$ cat config.mk
export PLATFORM = sky130hd
export DESIGN_NAME = sp1_ram
export DESIGN_NICKNAME = d
export VERILOG_FILES = /design/src/rtl/sp1_ram_pkg.sv /design/src/rtl/sp1_ram_array.sv /design/src/rtl/sp1_ram.sv
export SDC_FILE = /design/constraint.sdc
export NUM_CORES = 2
export LEC_CHECK = 0
export ABC_AREA = 1
export CELL_PAD_IN_SITES_DETAIL_PLACEMENT = 2
export CELL_PAD_IN_SITES_GLOBAL_PLACEMENT = 2
export CORE_ASPECT_RATIO = 2
export CORE_MARGIN = 2
export CORE_UTILIZATION = 35
export CTS_CLUSTER_SIZE = 12
export DETAILED_ROUTE_END_ITERATION = 10
export PLACE_DENSITY = 0.75
export SETUP_SLACK_MARGIN = 0.2
export SLEW_MARGIN = 40
export SYNTH_ARGS = -nofsm -noshare
export SYNTH_HDL_FRONTEND = slang
export SYNTH_HIERARCHICAL = 1
export SYNTH_SLANG_ARGS = --single-unit
$ cat constraint.sdc
create_clock -name clk -period 1.05 [get_ports clk]
set_input_delay 0.21 -clock clk [delete_from_list [all_inputs] [get_ports clk]]
set_output_delay 0.21 -clock clk [all_outputs]
set_load 0.1 [all_outputs]
$ cat src/rtl/sp1_ram_pkg.sv
// -----------------------------------------------------------------------------
// sp1_ram_pkg
//   Shared constants and access-decode helpers for the sp1 data RAM.
//   SP1_RAM_AW / SP1_RAM_DW / SP1_RAM_DEPTH are also used by the sp1 core so
//   that both sides agree on the memory geometry.
//   Contents:
//     SP1_RAM_AW, SP1_RAM_DW, SP1_RAM_DEPTH  geometry constants
//     access_e                              decoded access kind for one cycle
//     decode_access()                       cs/we -> access_e
// -----------------------------------------------------------------------------
package sp1_ram_pkg;

    localparam int SP1_RAM_AW    = 6;
    localparam int SP1_RAM_DW    = 32;
    localparam int SP1_RAM_DEPTH = 1 << SP1_RAM_AW;

    typedef enum logic [1:0] {
        ACC_IDLE  = 2'd0,
        ACC_READ  = 2'd1,
        ACC_WRITE = 2'd2
    } access_e;

    // cs is tested first so that an undefined we while deselected always
    // decodes to idle and can never reach the array or the output register.
    function automatic access_e decode_access(input logic cs, input logic we);
        access_e acc;
        acc = ACC_IDLE;
        if (cs === 1'b1) begin
            if (we === 1'b1) begin
                acc = ACC_WRITE;
            end else if (we === 1'b0) begin
                acc = ACC_READ;
            end
        end
        return acc;
    endfunction

endpackage

$ cat src/rtl/sp1_ram_array.sv
// -----------------------------------------------------------------------------
// sp1_ram_array
//   Register-based storage for sp1_ram: DEPTH words of DW bits with an
//   asynchronous clear, one synchronous write port and a combinational read
//   mux selected by address.
//   Ports:
//     clk      in   1    clock, writes on rising edge
//     rst      in   1    asynchronous active-low clear of every word
//     wr_en    in   1    write strobe (already qualified by chip select)
//     wr_adr   in   AW   write address
//     wr_data  in   DW   write data
//     rd_adr   in   AW   read address
//     rd_data  out  DW   combinational read data, mem[rd_adr]
// -----------------------------------------------------------------------------
module sp1_ram_array
    import sp1_ram_pkg::*;
#(
    parameter int AW = SP1_RAM_AW,
    parameter int DW = SP1_RAM_DW
) (
    input  logic          clk,
    input  logic          rst,
    input  logic          wr_en,
    input  logic [AW-1:0] wr_adr,
    input  logic [DW-1:0] wr_data,
    input  logic [AW-1:0] rd_adr,
    output logic [DW-1:0] rd_data
);

    localparam int DEPTH = 1 << AW;

    logic [DW-1:0] mem [DEPTH];

    // Every word is cleared by reset so a read of a never-written location
    // returns zero, which the core relies on for a clean heap/stack.
    always_ff @(posedge clk or negedge rst) begin
        if (!rst) begin
            for (int i = 0; i < DEPTH; i++) begin
                mem[i] <= '0;
            end
        end else if (wr_en) begin
            mem[wr_adr] <= wr_data;
        end
    end

    assign rd_data = mem[rd_adr];

endmodule

$ cat src/rtl/sp1_ram.sv
// -----------------------------------------------------------------------------
// sp1_ram
//   Single-port synchronous RAM, 64 x 32, for the sp1 core heap/stack.
//   One access per clock selected by cs/we; read data is registered, so it
//   appears on dout one cycle after the request edge and then holds until the
//   next read or reset. There is no combinational path from inputs to dout.
//   Ports:
//     clk   in   1    clock
//     rst   in   1    asynchronous active-low reset (clears dout and memory)
//     cs    in   1    chip select
//     we    in   1    write enable, 1 = write, 0 = read (qualified by cs)
//     adr   in   AW   word address
//     din   in   DW   write data
//     dout  out  DW   registered read data
//   Build option:
//     SP1_RAM_WRITE_THROUGH_EN  when defined, a write also loads din into dout
//                               on the same edge (write-first); otherwise dout
//                               holds on write cycles.
// -----------------------------------------------------------------------------
module sp1_ram
    import sp1_ram_pkg::*;
#(
    parameter int AW = SP1_RAM_AW,
    parameter int DW = SP1_RAM_DW
) (
    input  logic          clk,
    input  logic          rst,
    input  logic          cs,
    input  logic          we,
    input  logic [AW-1:0] adr,
    input  logic [DW-1:0] din,
    output logic [DW-1:0] dout
);

    access_e       acc;
    logic          wr_en;
    logic [DW-1:0] rd_data;

    assign acc   = decode_access(cs, we);
    assign wr_en = (acc == ACC_WRITE);

    sp1_ram_array #(
        .AW (AW),
        .DW (DW)
    ) u_array (
        .clk     (clk),
        .rst     (rst),
        .wr_en   (wr_en),
        .wr_adr  (adr),
        .wr_data (din),
        .rd_adr  (adr),
        .rd_data (rd_data)
    );

    // Output register. On a read it captures the array word as it was before
    // the edge; a write to the same address on this edge is not possible since
    // the port does one access per cycle.
    always_ff @(posedge clk or negedge rst) begin
        if (!rst) begin
            dout <= '0;
        end else if (acc == ACC_READ) begin
            dout <= rd_data;
`ifdef SP1_RAM_WRITE_THROUGH_EN
        end else if (acc == ACC_WRITE) begin
            dout <= din;
`endif
        end
    end

endmodule

; ---- Word level (Yosys, flattened, before mapping)
; Cells that the tools add are included.
[op_classes]
reduce_logical = 1
order_cmp = 2
bitwise_logic = 1
n_mux = 9
n_eq_ne = 5
[ops]
columns = operator, count
row1 = $bwmux W2048, 1
row2 = $bmux W32 S6, 1
row3 = $demux W32 S6, 1
row4 = $mux W32, 3
row5 = $ge A7 B7 Y1 const B, 1
row6 = $lt A7 B1 Y1 const B, 1
row7 = $not A6 Y7, 1
row8 = $mux W2, 2
row9 = $eqx A1 B1 Y1 const B, 3
row10 = $eq A2 B1 Y1 const B, 1
row11 = $eq A2 B2 Y1 const B, 1
row12 = $logic_and A1 B1 Y1, 1
row13 = $mux W1, 1
[word_totals]
ff_bits = 2080

; ---- Depth between registers and ports, before layout
[depth]
depth_word = 6
mapped_depth = 15
ltp_nobuf = 11

; ---- By module
; The synthesis kept the hierarchy.
[by_module_without_submodules]
columns = mod, cells_each, area_each_um2, n_inst, seq_area_each_um2
row1 = sp1_ram_array, 11450, 92003.2, 1, 51249.2
row2 = sp1_ram, 142, 1353.8, 1, 800.8

; ---- Least setup slack after synthesis
; OpenSTA, ideal clock, no wires.
[synth_path]
path_kind = in2reg
startpoint = input port cs
endpoint = register u_array/mem[1795] in the netlist's numbering
slack_ns = -0.703
arrival_time_ns = 1.620
required_ns = 0.917
path_stages = 10
setup_time_ns = 0.133
cell_sequence = buf_6 > buf_4 > nand2_1 > inv_1 > nand2_1 > nor2_2 > nand2_2 > clkbuf_1 > nand2_1 > o21ai_0
[synth_via]
elab_chain_len = 3
[synth_rtl]
columns = item, line
row1 = start: declaration, sp1_ram.sv:28  ; input logic cs,
row2 = $eqx A1 B1 Y1, sp1_ram_pkg.sv:28  ; if (cs === 1'b1) begin
row3 = $mux W2, sp1_ram_pkg.sv:28
row4 = $eq A2 B2 Y1, sp1_ram.sv:40  ; assign wr_en = (acc == ACC_WRITE);
row5 = net wr_en, sp1_ram.sv:36  ; logic wr_en;
row6 = end signal: indexed assignment, sp1_ram_array.sv:42  ; mem[wr_adr] <= wr_data;
row7 = end: declaration, sp1_ram_array.sv:32  ; logic [DW-1:0] mem [DEPTH];
; The timed path passes the listed nets, and every way through them passes these cells.
; A chain may end at the register's enable or synchronous reset.

; ---- Worst setup path in the final report
[layout_path]
startpoint = register dout[15]
endpoint = output port dout[15]
[layout_lines]
columns = item, line
row1 = start: declaration, sp1_ram.sv:32  ; output logic [DW-1:0] dout
row2 = start signal: assignment, sp1_ram.sv:62  ; dout <= rd_data;
; No word-level cell between the ends.

==> results list <==
- Run status: complete, but fails checks
- Violations in the final reports: negative setup slack
- DP Worst Slack: -1.39 ns
- # H-tree levels: 4
- Layout-stage area growth over the synthesis result: 36.3%
- TritonCTS Buffers: 208
- Depth of the most critical reg-to-reg path: 11
* Remaining design rule violation count: 0
- The count of nets left with antenna violations once routing finished came out at 0.
* Net switching share of the total power: 0.324
- Entering global routing, the biggest net connects 65 pins.
- Across the routed clock network, the largest skew measured is 0.0911 ns.
- Critical path's most frequent cell: sky130_fd_sc_hd__buf_12
- Walking the worst path, the cells encountered are buf_12, buf_12.
* Total global routing overflow: 0
- For met3 alone, demand over resource in global routing was 0.0458.
- Clock tree root driver cell: sky130_fd_sc_hd__clkbuf_16
- At the worst endpoint, the arrival time is 1.80 ns.
- Number of enable-type register cells in the synthesized netlist: 0
- Overall power consumption after layout is estimated at 203 mW.
* Initial antenna violation count: 13
* Number of synthesized register bits: 2080
- Overall routed net length: 595000 um
- Clock tree synthesis found a total of 2080 sinks.
* Via count of the routed design: 103000
* Number of nets at the end of the flow: 12500
* Stage delay of the slowest cell on the critical path: 0.50 ns
* Critical path type: reg -> out
* RSZ-0062 raised after global routing: yes
* Critical R2R Launch: u_array/mem[213]
* Layer carrying the most global-route usage: met2
- Cells taking the most area after synthesis: sky130_fd_sc_hd__dfrtp_1 (56%), sky130_fd_sc_hd__nand2_1 (18%), sky130_fd_sc_hd__o21ai_0 (11%), sky130_fd_sc_hd__nand3_1 (10%), sky130_fd_sc_hd__clkbuf_1 (3.1%)
- In the global route stage, met2 resource usage came out at 0.608.
- Placeable Area: 266000 um2
- Class of the worst hold path: in -> reg
- Relative slew slack: 0.380
* Final RePlAce weighted congestion: 0.843
- Of the total power, combinational logic draws 0.183.
- The worst path in the final design needs a cycle of 2.01 ns, including I/O delays and setup.
- Reg2reg setup slack: -0.74 ns
- Number of optimization iterations in the first detailed-route pass: 6
* Die Footprint: 271000 um2
* Area share of the largest cell type after synthesis: 0.558
- Fraction of layout cells with a size suffix above 1: 0.270
- Across the whole layout, storage elements account for 52100 um2.
* Critical path capture point: dout[15]
- The final count of pins violating max slew was 0.
- Start point of the critical path: dout[15]
- Most frequent cell after synthesis: sky130_fd_sc_hd__nand2_1
* Initial core utilization: 0.351
* Skew-Pair Late Insertion Delay: 0.97 ns
* Vias in the first global route: 106000
- From left edge to right edge, the die measures 369 um.
* Async SR Flop Fraction: 1.00
- Average wire per cell in the routed design: 37.0 um
* Syn nets: 11600
- Transition time at the pin with the least slew margin: 0.921 ns
- First-pass GRT wire length: 699000 um
- Floorplan row count: 268
- For this run, the register share of the synthesized area comes to 0.558.
- The average instance in the mapped netlist occupies 8.05 um2.
- Number of buffers on the longest clock path: 4
* Count of boundary I/O pins: 74
- The slowest stage of the critical path is the sky130_fd_sc_hd__dfrtp_1 cell.
- Synthesis Warnings: 6
- Clock edge transition at the registers on the reported setup and hold paths: 0.08 ns
- For this design the total switching power over the nets is 65.7 mW.
- The number of hold violations in the final report is 0.
* Post-synthesis instance total: 11600
- Placed wire-length estimate: 277000 um
* Port-buffer cells: 73
- TritonCTS clock tree: done
- The internal portion of the total power is 137 mW.
- Across all setup checks in the final design, the least slack found is -0.956 ns.
- Clk pwr share: 0.361
* Count of cell types in the netlist: 20
- By count the netlist is led by sky130_fd_sc_hd__nand2_1 (4365), sky130_fd_sc_hd__dfrtp_1 (2080), sky130_fd_sc_hd__o21ai_0 (2048).
* Fin Setup TNS: -124.88 ns
* Leak: 58.1 nW
- In this run the cell area of the synthesized design comes to 93400 um2.
* Global-route met1 utilization: 0.371
* Area used by multi-input combinational logic: 44600 um2
* Global router's overall resource usage: 0.341
- Endpoints failing setup: 1234
* Via density per instance: 6.42
- For this run, the leading register cell type out of synthesis is sky130_fd_sc_hd__dfrtp_1.
* Count of max-cap constraint violations: 0
* DRT iter0 DRCs: 9847
- Power per cell area: 1590 nW/um2
- The worst register-to-register path ends at dout[21].
* Top cell type by total area after synthesis: sky130_fd_sc_hd__dfrtp_1
* Period utilization: 1.91
* DIE HEIGHT: 734 um
- The worst-case IR drop observed on VDD is 1.36 mV.
* Achievable Freq: 0.499 GHz
- The worst setup path is launched from a flop.
* Largest driver fanout on the critical path: 2
* Worst Setup End Kind: primary output
- Fill cells in the final layout number 27200.
- The share of total power dissipated in sequential elements is 0.456.
- Worst path required time: 0.84 ns
-- cells by family (layout without fill, tap and decap cells) --
family	after synthesis	in the layout	share of synthesized area
buffers and inverters	1080	2039	0.0468
other	0	11	0
DFF	2080	2080	0.558
AOI/OAI and AO/OA	2048	2048	0.110
and+or+nand+nor	6384	6386	0.286
-- power groups by stage --
stage / registers (mW) / logic, mW / clock network (mW)
floorplan: 92.1 / 12.5 / 0
global placement: 91.9 / 26.0 / 0
detailed placement: 92.5 / 27.5 / 0
CTS: 91.1 / 30.1 / 71.5
global route: 92.9 / 38.7 / 76.0
finish: 92.6 / 37.1 / 73.4
-- what timing repair did --
action | CTS | global route
buffers inserted | 134 | 283
hold buffers | 6 | 0
gates resized for setup | 838 | 1152
endpoints found under the setup margin | 2112 | 2089
pin swaps | 389 | 471
gates cloned | 50 | 50
hold endpoints to repair | 2093 | 0
-- cell type report --
type,count,area share
Sequential cell,2080,0.409
Clock buffer,283,0.0449
Multi-Input combinational cell,8434,0.350
Timing Repair Buffer,1700,0.159
Antenna cell,11,0.000216
Inverter,46,0.00200
Tap cell,3510,0.0345
Clock inverter,10,0.000482
-- metal layers --
metal | routed length [um] | share of wire
met1 | 195000 | 0.33
met2 | 282000 | 0.47
met3 | 46700 | 0.078
met4 | 71200 | 0.12
met5 | 75 | 0.00013
-- sequential cells by signal (all words and copies together), names as in the netlist --
signal       count
dout            32
u_array/mem   2048
-- cell usage in the layout (no fill, tap or decap), drive strengths merged --
cell,n
buf,1614
dfrtp,2080
nor3,8
inv,15
diode,11
o21ai,2048
clkinvlp,3
nor2,8
clkbuf,319
bufbuf,12
clkdlybuf4s50,32
nand3,1928
nand2,4442
dlygate4sd3,6
clkinv,38
-- worst min-delay path by stage --
stage	slack (ns)	depth (start not counted)	end	from
floorplan	-0.09	0	dout[0]	rst
global placement	0.33	2	u_array/mem[2036]	rst
detailed placement	0.33	2	u_array/mem[1860]	rst
CTS	0.0001	4	dout[21]	cs
global route	0.11	4	dout[25]	cs
finish	0.07	6	u_array/mem[1910]	adr[5]
-- per-stage QoR --
step           utilization  area (um2)  hold slack [ns]  std cells
6_report             0.479      127000           0.0673      16100
5_1_grt              0.479      127000            0.109      16100
4_1_cts              0.449      119000         0.000147      15700
3_5_place_dp         0.405      108000            0.334      15200
3_3_place_gp         0.405      108000            0.334      15200
2_1_floorplan            -       94200          -0.0856      11600
-- worst max-delay path: cells and delay by family (launching register included) --
kind | cells | cell delay (ns)
buffers and inverters | 2 | 0.38
flip-flops | 1 | 0.50
Note: power is estimated with default switching activity, not from simulation.
